[src/rtl/sipo_frame_receiver_pkg.sv]
// Shared definitions for the serial frame receiver.
//   rx_state_t  : receiver FSM state encoding
//   START_LEVEL : line level that marks a start bit
//   STOP_LEVEL  : line level required in the stop-bit slot
//   IDLE_LEVEL  : resting level of the serial line
// SIPO_RX_PARITY_EN (optional macro) enables the PARITY state in the top level.
package sipo_rx_pkg;

    typedef enum logic [1:0] {
        IDLE   = 2'd0,
        DATA   = 2'd1,
        PARITY = 2'd2,
        STOP   = 2'd3
    } rx_state_t;

    localparam logic START_LEVEL = 1'b0;
    localparam logic STOP_LEVEL  = 1'b1;
    localparam logic IDLE_LEVEL  = 1'b1;

endpackage

[src/rtl/sipo_frame_receiver_if.sv]
// Parallel word handshake between the frame receiver and its consumer.
//   rx_data  : received word, stable while rx_valid is high
//   rx_valid : word available
//   rx_ready : consumer accepts the word when rx_valid && rx_ready at a rising edge
// master = receiver side, slave = consumer side.
interface sipo_frame_receiver_if #(
    parameter int DATA_W = 8
) ();

    logic [DATA_W-1:0] rx_data;
    logic              rx_valid;
    logic              rx_ready;

    modport master (
        output rx_data,
        output rx_valid,
        input  rx_ready
    );

    modport slave (
        input  rx_data,
        input  rx_valid,
        output rx_ready
    );

endinterface

[src/rtl/sipo_frame_receiver_shift_core.sv]
// rx_shift_core: data shift register plus bit counter for the frame receiver.
//   clk, rst  : clock and synchronous active-high reset
//   clr       : zero register and counter (frame start)
//   shift_en  : shift bit_in in and advance the counter
//   bit_in    : serial sample
//   data      : assembled word
//   cnt_done  : high while the current shift is the last data bit of the word
// MSB_FIRST=0 places the first received bit in data[0]; MSB_FIRST=1 in data[DATA_W-1].
// DATA_W must be at least 2.
module rx_shift_core #(
    parameter int DATA_W    = 8,
    parameter int MSB_FIRST = 0
) (
    input  logic              clk,
    input  logic              rst,
    input  logic              clr,
    input  logic              shift_en,
    input  logic              bit_in,
    output logic [DATA_W-1:0] data,
    output logic              cnt_done
);

    localparam int CNT_W = $clog2(DATA_W + 1);

    logic [CNT_W-1:0]  cnt;
    logic [DATA_W-1:0] data_next;

    always_comb begin
        data_next = data;
        if (MSB_FIRST != 0) begin
            data_next = {data[DATA_W-2:0], bit_in};
        end else begin
            data_next = {bit_in, data[DATA_W-1:1]};
        end
    end

    // Flag the final shift so the FSM leaves DATA on that same edge.
    assign cnt_done = (cnt == CNT_W'(DATA_W - 1));

    always_ff @(posedge clk) begin
        if (rst || clr) begin
            data <= '0;
            cnt  <= '0;
        end else if (shift_en) begin
            data <= data_next;
            cnt  <= cnt + CNT_W'(1);
        end
    end

endmodule

[src/rtl/sipo_frame_receiver.sv]
// sipo_frame_receiver: samples a serial line once per clock, recognises
// start(0) / DATA_W data bits / [even parity] / stop(1) frames and presents
// each good word on a valid/ready output register.
//   clk        : clock, rising edge
//   reset      : synchronous active-high reset
//   s_in       : serial line, idles high
//   rx_if      : master side of rx_data / rx_valid / rx_ready
//   frame_err  : one-cycle pulse when the stop slot sampled 0
//   parity_err : one-cycle pulse on parity mismatch (0 without the parity option)
//   overrun    : sticky; a good word was dropped because the previous one was unread
//   busy       : FSM not in IDLE
// Optional macro SIPO_RX_PARITY_EN adds one even-parity bit after the data.
module sipo_frame_receiver
    import sipo_rx_pkg::*;
#(
    parameter int DATA_W    = 8,
    parameter int MSB_FIRST = 0
) (
    input  logic clk,
    input  logic reset,
    input  logic s_in,
    sipo_frame_receiver_if.master rx_if,
    output logic frame_err,
    output logic parity_err,
    output logic overrun,
    output logic busy
);

    rx_state_t         state;
    logic [DATA_W-1:0] shift_data;
    logic              cnt_done;
    logic              shift_en;
    logic              frame_start;
    logic              par_bad;
    logic              good_word;
    logic [DATA_W-1:0] data_q;
    logic              valid_q;

    assign shift_en    = (state == DATA);
    assign frame_start = (state == IDLE) && (s_in == START_LEVEL);

    rx_shift_core #(
        .DATA_W    (DATA_W),
        .MSB_FIRST (MSB_FIRST)
    ) u_shift (
        .clk      (clk),
        .rst      (reset),
        .clr      (frame_start),
        .shift_en (shift_en),
        .bit_in   (s_in),
        .data     (shift_data),
        .cnt_done (cnt_done)
    );

`ifndef SIPO_RX_PARITY_EN
    assign par_bad    = 1'b0;
    assign parity_err = 1'b0;
`endif

    // A word is good only when the stop slot is high and parity (if any) matched.
    assign good_word = (state == STOP) && (s_in == STOP_LEVEL) && !par_bad;

    assign rx_if.rx_data  = data_q;
    assign rx_if.rx_valid = valid_q;

    always_ff @(posedge clk) begin
        if (reset) begin
            state      <= IDLE;
            data_q     <= '0;
            valid_q    <= 1'b0;
            frame_err  <= 1'b0;
            overrun    <= 1'b0;
            busy       <= 1'b0;
`ifdef SIPO_RX_PARITY_EN
            parity_err <= 1'b0;
            par_bad    <= 1'b0;
`endif
        end else begin
            // Error flags are single-cycle pulses unless re-armed below.
            frame_err  <= 1'b0;
`ifdef SIPO_RX_PARITY_EN
            parity_err <= 1'b0;
`endif
            case (state)
                IDLE: begin
                    if (s_in == START_LEVEL) begin
                        state <= DATA;
                        busy  <= 1'b1;
                    end
                end
                DATA: begin
                    if (cnt_done) begin
`ifdef SIPO_RX_PARITY_EN
                        state <= PARITY;
`else
                        state <= STOP;
`endif
                    end
                end
`ifdef SIPO_RX_PARITY_EN
                PARITY: begin
                    // Even parity: data bits plus parity bit must XOR to 0.
                    par_bad <= (s_in != (^shift_data));
                    state   <= STOP;
                end
`endif
                STOP: begin
                    state     <= IDLE;
                    busy      <= 1'b0;
                    frame_err <= (s_in != STOP_LEVEL);
`ifdef SIPO_RX_PARITY_EN
                    parity_err <= par_bad;
`endif
                end
                default: begin
                    state <= IDLE;
                    busy  <= 1'b0;
                end
            endcase

            // Output register: a same-edge handshake frees the slot for the new word.
            if (good_word) begin
                if (!valid_q || rx_if.rx_ready) begin
                    data_q  <= shift_data;
                    valid_q <= 1'b1;
                end else begin
                    overrun <= 1'b1;
                end
            end else if (valid_q && rx_if.rx_ready) begin
                valid_q <= 1'b0;
            end
        end
    end

endmodule

[src/flat_wrapper.sv]
// flat-port wrapper written by rule: the top's interface ports become plain ports
module sipo_frame_receiver_flat import sipo_rx_pkg::*;
#(
    parameter int DATA_W    = 8,
    parameter int MSB_FIRST = 0
)
  (clk, reset, s_in, frame_err, parity_err, overrun, busy, rx_if_rx_data, rx_if_rx_valid, rx_if_rx_ready);
  sipo_frame_receiver_if #(.DATA_W(DATA_W)) rx_if_i ();
  input  logic clk;
  input  logic reset;
  input  logic s_in;
  output logic frame_err;
  output logic parity_err;
  output logic overrun;
  output logic busy;
  output wire logic [$bits(rx_if_i.rx_data)-1:0] rx_if_rx_data;
  output wire logic [$bits(rx_if_i.rx_valid)-1:0] rx_if_rx_valid;
  input wire logic [$bits(rx_if_i.rx_ready)-1:0] rx_if_rx_ready;
  assign rx_if_rx_data = rx_if_i.rx_data;
  assign rx_if_rx_valid = rx_if_i.rx_valid;
  assign rx_if_i.rx_ready = rx_if_rx_ready;
  sipo_frame_receiver #(.DATA_W(DATA_W), .MSB_FIRST(MSB_FIRST)) u_core (.clk(clk), .reset(reset), .s_in(s_in), .rx_if(rx_if_i), .frame_err(frame_err), .parity_err(parity_err), .overrun(overrun), .busy(busy));
endmodule
[config.mk]
export PLATFORM = sky130hd
export DESIGN_NAME = sipo_frame_receiver_flat
export DESIGN_NICKNAME = d
export VERILOG_FILES = /design/src/rtl/sipo_frame_receiver_pkg.sv /design/src/rtl/sipo_frame_receiver_if.sv /design/src/rtl/sipo_frame_receiver_shift_core.sv /design/src/rtl/sipo_frame_receiver.sv /design/src/flat_wrapper.sv
export SDC_FILE = /design/constraint.sdc
export NUM_CORES = 1
export LEC_CHECK = 0
export CORE_ASPECT_RATIO = 1.2
export CORE_UTILIZATION = 40
export DETAILED_ROUTE_END_ITERATION = 8
export GPL_TIMING_DRIVEN = 0
export SETUP_SLACK_MARGIN = 0.4
export SYNTH_ARGS = -nofsm -noshare
export SYNTH_HDL_FRONTEND = slang
export SYNTH_HIERARCHICAL = 1
export SYNTH_SLANG_ARGS = --single-unit
[constraint.sdc]
create_clock -name clk -period 1.6 [get_ports clk]
set_input_delay 0.32 -clock clk [delete_from_list [all_inputs] [get_ports clk]]
set_output_delay 0.32 -clock clk [all_outputs]
set_load 0.005 [all_outputs]
==> impl_metrics.env <==
export IMPL_status="finished, final reports clean"
export IMPL_hold_depth=2
export IMPL_hold_violations=0
export IMPL_dp_cells=154
export IMPL_dpl_hpwl_um=1214
export IMPL_num_antenna_cells=0
export IMPL_routed_via_count=760
export IMPL_die_w_um=49.07
export IMPL_setup_viol=0
export IMPL_place_area_um2=1262
export IMPL_synthCells=106
export IMPL_p_leak_nw=0.5488
export IMPL_drt_iter0_drc=3
export IMPL_cts_tree="done"
export IMPL_crit_fanout=6
export IMPL_cts_sinks=26
export IMPL_htree_levels=1
export IMPL_p_total_mw=1.081
export IMPL_grt_setup_unrepaired="yes"
export IMPL_overflow=0
export IMPL_layout_min_cycle_time_ns=1.226
export IMPL_io_buffer_count=15
export IMPL_utilization_pct=53.91
export IMPL_critPathLaunchType="flop"
export IMPL_fin_crit_sh_pct=76.65
export IMPL_grt_pass1_vias=691
export IMPL_ys_ff_latch=26
export IMPL_placementRows=20
export IMPL_rrSetupSlack_ns=0.37
export IMPL_antenna_found_initial=0
export IMPL_ios=17
export IMPL_finalInstanceArea_um2=1363
export IMPL_syn_cell_area_um2=1064
export IMPL_grt_max_degree=15
export IMPL_root_buffer="clkbuf_4"
export IMPL_die_h_um=58.49
export IMPL_synth_top_area_share_pct=48.94
export IMPL_drive_gt1_share_pct=38.81
export IMPL_finalClockSkew_ns=0.003830
export IMPL_final_nets=140
export IMPL_clock_latency_ns=0.31
export IMPL_start_util_pct=42.08
export IMPL_yosysSeqAreaShare_pct=48.94
export IMPL_routedWlPerCell_um=11.01
export IMPL_grtUsageTotal_pct=13.71
export IMPL_maxCapViolCount=0
export IMPL_core_region_area_um2=2527
export IMPL_remaining_drc_errors=0
export IMPL_r2r_cells=4
export IMPL_synth_area_leaders="dfxtp_1, mux2i_1, nand2b_1"
export IMPL_yosys_cell_types_count=27
export IMPL_cts_buffers=3
export IMPL_synth_avg_cell_area_um2=10.03
export IMPL_drtAntennaViolNets=0
export IMPL_critical_path_class="flop to flop"
export IMPL_syn_nets=111
export IMPL_min_path_type="flop to flop"
export IMPL_ir_drop_mv=0.5529
export IMPL_worstPathArrival_ns=1.45
export IMPL_grt_first_pass_wirelength_um=2946
export IMPL_worstPathRequired_ns=1.82
export IMPL_yosysWarnings=6
export IMPL_cp_end_kind="flop"
export IMPL_viasPerCell=4.551
export IMPL_clk_path_buf_depth=2
export IMPL_drt_first_pass_iters=2
export IMPL_area_delta_synth_final_pct=28.12
export IMPL_clkSlewWorstSetupHoldPaths_ns=0.14
export IMPL_power_density_nw_per_um2=793.4
export IMPL_instances_no_fill=167
export IMPL_whs_ns=0.4822
export IMPL_clock_fmax_mhz=815.4
export IMPL_place_congestion=0.7496
export IMPL_routed_wl_um=1838
export IMPL_drv_slew=0
export IMPL_synth_largest_area_cell="dfxtp_1"
export IMPL_die_area_um2=2870
cells in the mapped netlist:
cell       n
a211oi_1   1
a21bo_2    1
a21oi_1    1
a31oi_1    1
a41oi_1    1
buf_2      1
buf_4      2
buf_6      2
clkbuf_1   2
conb_1     1
dfxtp_1   26
ha_1       1
inv_1      1
mux2_1     1
mux2i_1   17
nand2_1    2
nand2_2    1
nand2b_1  16
nand3b_1   1
nand4_1    1
nor2_1    16
nor2b_1    1
nor3_1     5
nor3b_1    1
nor3b_2    1
or2_1      1
xnor2_1    1
cells by family (layout without fill, tap and decap cells):
logic type               after synthesis  after routing  share of synthesized area [%]
AO/OA/AOI/OAI                          5              5                          3.530
XOR/XNOR                               1              1                         0.8237
adder cells (fa/ha/maj)                1              1                          1.176
buffers and inverters                  8             36                          5.058
flip-flops                            26             26                          48.94
multiplexers                          18             18                          17.06
other                                  1              1                         0.3526
AND/OR/NAND/NOR                       46             46                          23.06
metal layers:
metal | vias to the layer above | routed length [um] | share of wire, % | global-route usage [%]
met5 | - | 0 | 0 | 0
met4 | 0 | 38 | 2.1 | 8.824
met3 | 4 | 54 | 2.9 | 3.101
met2 | 13 | 830 | 45 | 23.48
met1 | 334 | 915 | 50 | 15.35
li1 | 409 | - | - | -
stage by stage:
| step | setup TNS [ns] | setup slack, ns |
|---|---|---|
| after detailed placement | -1.927 | -0.1594 |
| after CTS | 0 | 0.3589 |
| after global placement | -1.496 | -0.1337 |
| after floorplan | 0 | 0.4312 |
| after global routing | 0 | 0.3299 |
| final | 0 | 0.3736 |
power breakdown:
part	total [mW]	internal, mW	switching (mW)
combinational	0.0929	0.0508	0.0421
clock	0.325	0.139	0.186
sequential	0.663	0.655	0.00813
critical path: stages (launching register included):
cell and delay (ns):
dfxtp_2 0.34, buf_6 0.12, nor2_4 0.20, nand4_1 0.15, mux2_4 0.31
area by class of cell:
cell class | count | area, um^2
Fill cell | 248 | 1165
Sequential cell | 26 | 539.3
Multi-Input combinational cell | 72 | 505.5
Timing Repair Buffer | 24 | 173.9
Buffer | 7 | 62.56
Tap cell | 33 | 41.29
Clock buffer | 4 | 36.28
Inverter | 1 | 3.754
worst paths after layout:
check / endpoint / start
min reg2reg: u_core/rx_if.rx_data[2] / u_core/rx_if.rx_data[2]
max reg2reg: u_core/u_shift/cnt[3] / u_core/state[1]
max: u_core/u_shift/cnt[3] / u_core/state[1]
min: u_core/rx_if.rx_data[2] / u_core/rx_if.rx_data[2]
sequential cells by signal, indices dropped and copies added (netlist names):
register               count
u_core/frame_err           1
u_core/overrun             1
u_core/rx_if.rx_data       8
u_core/busy                1
u_core/state               2
u_core/u_shift/data        8
u_core/rx_if.rx_valid      1
u_core/u_shift/cnt         4
layout by cell type, fill, tap and decap left out, drive strengths merged:
| master | synthesis | layout |
|---|---|---|
| dfxtp | 26 | 26 |
| clkbuf | 2 | 19 |
| mux2i | 17 | 17 |
| nand2b | 16 | 16 |
| nor2 | 16 | 16 |
| buf | 5 | 13 |
| nor3 | 5 | 5 |
| nand2 | 3 | 3 |
| clkdlybuf4s50 | 0 | 2 |
| nor3b | 2 | 2 |
| dlygate4sd2 | 0 | 1 |
| inv | 1 | 1 |
| nor2b | 1 | 1 |
| a31oi | 1 | 1 |
| a211oi | 1 | 1 |
| a41oi | 1 | 1 |
| conb | 1 | 1 |
| or2 | 1 | 1 |
| xnor2 | 1 | 1 |
| a21bo | 1 | 1 |
| nand3b | 1 | 1 |
| a21oi | 1 | 1 |
| nand4 | 1 | 1 |
| mux2 | 1 | 1 |
| ha | 1 | 1 |
repair_timing:
item	in CTS	in global routing
hold buffers	0	0
setup buffers	3	5
gates cloned	0	1
resized for setup	41	18
hold endpoints to repair	0	0
pin swaps	0	3
setup endpoints to repair	32	32
Note: power is estimated with default switching activity, not from simulation.
==> RTL change: new RTL, config.mk and constraints unchanged <==
`DATA_W` is set to 8 in 4 places; all go to 4.
--- a/src/rtl/sipo_frame_receiver_if.sv
+++ b/src/rtl/sipo_frame_receiver_if.sv
@@ -4,7 +4,7 @@
 //   rx_ready : consumer accepts the word when rx_valid && rx_ready at a rising edge
 // master = receiver side, slave = consumer side.
 interface sipo_frame_receiver_if #(
-    parameter int DATA_W = 8
+    parameter int DATA_W = 4
 ) ();
 
     logic [DATA_W-1:0] rx_data;
--- a/src/rtl/sipo_frame_receiver_shift_core.sv
+++ b/src/rtl/sipo_frame_receiver_shift_core.sv
@@ -8,7 +8,7 @@
 // MSB_FIRST=0 places the first received bit in data[0]; MSB_FIRST=1 in data[DATA_W-1].
 // DATA_W must be at least 2.
 module rx_shift_core #(
-    parameter int DATA_W    = 8,
+    parameter int DATA_W    = 4,
     parameter int MSB_FIRST = 0
 ) (
     input  logic              clk,
--- a/src/rtl/sipo_frame_receiver.sv
+++ b/src/rtl/sipo_frame_receiver.sv
@@ -13,7 +13,7 @@
 module sipo_frame_receiver
     import sipo_rx_pkg::*;
 #(
-    parameter int DATA_W    = 8,
+    parameter int DATA_W    = 4,
     parameter int MSB_FIRST = 0
 ) (
     input  logic clk,
--- a/src/flat_wrapper.sv
+++ b/src/flat_wrapper.sv
@@ -1,7 +1,7 @@
 // flat-port wrapper written by rule: the top's interface ports become plain ports
 module sipo_frame_receiver_flat import sipo_rx_pkg::*;
 #(
-    parameter int DATA_W    = 8,
+    parameter int DATA_W    = 4,
     parameter int MSB_FIRST = 0
 )
   (clk, reset, s_in, frame_err, parity_err, overrun, busy, rx_if_rx_data, rx_if_rx_valid, rx_if_rx_ready);
Interface: changed (resized rx_if_rx_data); port bits go from 17 to 13. No check against the original RTL was run, so the function may have changed too.
==> RTL change against the unedited design <==
Synthesized area is 34% lower. Core utilization grew 0.36 points. First-iteration DRC count increased to 3.3 times the old value. Total power decreased by 33%. Setup slack gained 0.063 ns. Cell area decreased by 35%. Synthesized cell count decreased by 34%. Critical path type is now input port to flop. Wire length is 44% lower. Register-to-register slack better by 0.096 ns. Sequential cell count is 9 lower. Clock skew decreased by 0.0021 ns. Global-route usage decreased by 0.073 points. Die area down 33%.
==> RTL change: results (changes against the unedited design) <==
metric;value;unit;change
status;completed;;unchanged
cp_max_fo;4;;was 6
firstDrtPassIters;4;;was 2
syn_area_per_cell;9.99;sq um;was 10.0 sq um
muxShareOfSynthArea;12.9;%;was 17.1%
place_area;832;sq um;was 0.00126 sq mm
final_nets;93;;was 140
slowest_delay;0.47;ns;was 0.34 ns
pwr-share-clk;30.3;%;was 30.1%
finClkSkew;0.00169;ns;was 0.00383 ns
layout_min_cycle_time;1.16;ns;was 1.23 ns
intPower;562;uW;was 845 uW
dpl.cell_count;99;;was 154
wl;1.02;mm;was 1.84 mm
hold_path_startpoint;u_core/overrun;;was u_core/rx_if.rx_data[2]
cp-endpoint;u_core/rx_if.rx_data[0];;was u_core/u_shift/cnt[3]
vias_per_cell;4.61;;was 4.55
ys_types;22;;was 27
rrSetupSlack;0.47;ns;was 0.37 ns
yosys-top-cells-count;17 x dfxtp_1, 12 x nor2_1, 9 x mux2i_1;;was 26 x dfxtp_1, 17 x mux2i_1, 16 x nand2b_1, 16 x nor2_1, 5 x nor3_1
drt_iter0_markers;10;;was 3
worstSetupStartpoint;rx_if_rx_ready;;was u_core/state[1]
hold_path_end;u_core/overrun;;was u_core/rx_if.rx_data[2]
ir_drop;466;uV;was 553 uV
grt_pass1_wl;1.78;mm;was 2.95 mm
synthTopCellsByArea;dfxtp_1 49%, mux2i_1 13%, nand2b_1 7.2%;;was dfxtp_1 49%, mux2i_1 16%, nand2b_1 9.4%
switchingPower;165;uW;was 236 uW
wl_met3;49;um;was 54 um
grt_pass1_vias;438;;was 691
cpLargestDelayFamily;buffers and inverters;;was simple AND/OR/NAND/NOR gates
dpl.hpwl;687;um;was 1.21 mm
dr_wl_met2;440;um;was 830 um
syn-num-nets;76;;was 111
p_leak;0.000363;uW;was 0.000549 uW
clock_latency;0.28;ns;was 0.31 ns
[RTL change: changes by cell type after synthesis, moves of 4 or more]
cell and change:
dfxtp_1 -9, mux2i_1 -8, nand2b_1 -8, nor2_1 -4
[RTL change: final cells by class]
class | count | area (sq um)
fill | 152 | 751
sequential | 17 | 352
multi-input combinational | 46 | 322
timing repair buffer | 12 | 118
buffer | 5 | 42.5
clock buffer | 3 | 22.5
tap | 18 | 22.5
inverter | 2 | 7.51
clock inverter | 1 | 5.00
[RTL change: timing repair]
action | 4_1_cts | 5_1_grt
setup endpoints to repair | 19 | 17
endpoints found under the hold margin | 0 | 0
pin swaps | 0 | 1
buffers inserted | 1 | 0
resized for setup | 17 | 14
hold buffers | 0 | 0
[RTL change: routing by layer]
metal / GRT usage [%] / vias to the layer above
met1: 18.1 / 206
met3: 4.19 / 2
met5: 0 / -
met2: 20.3 / 10
met4: 6.00 / 0
li1: - / 261
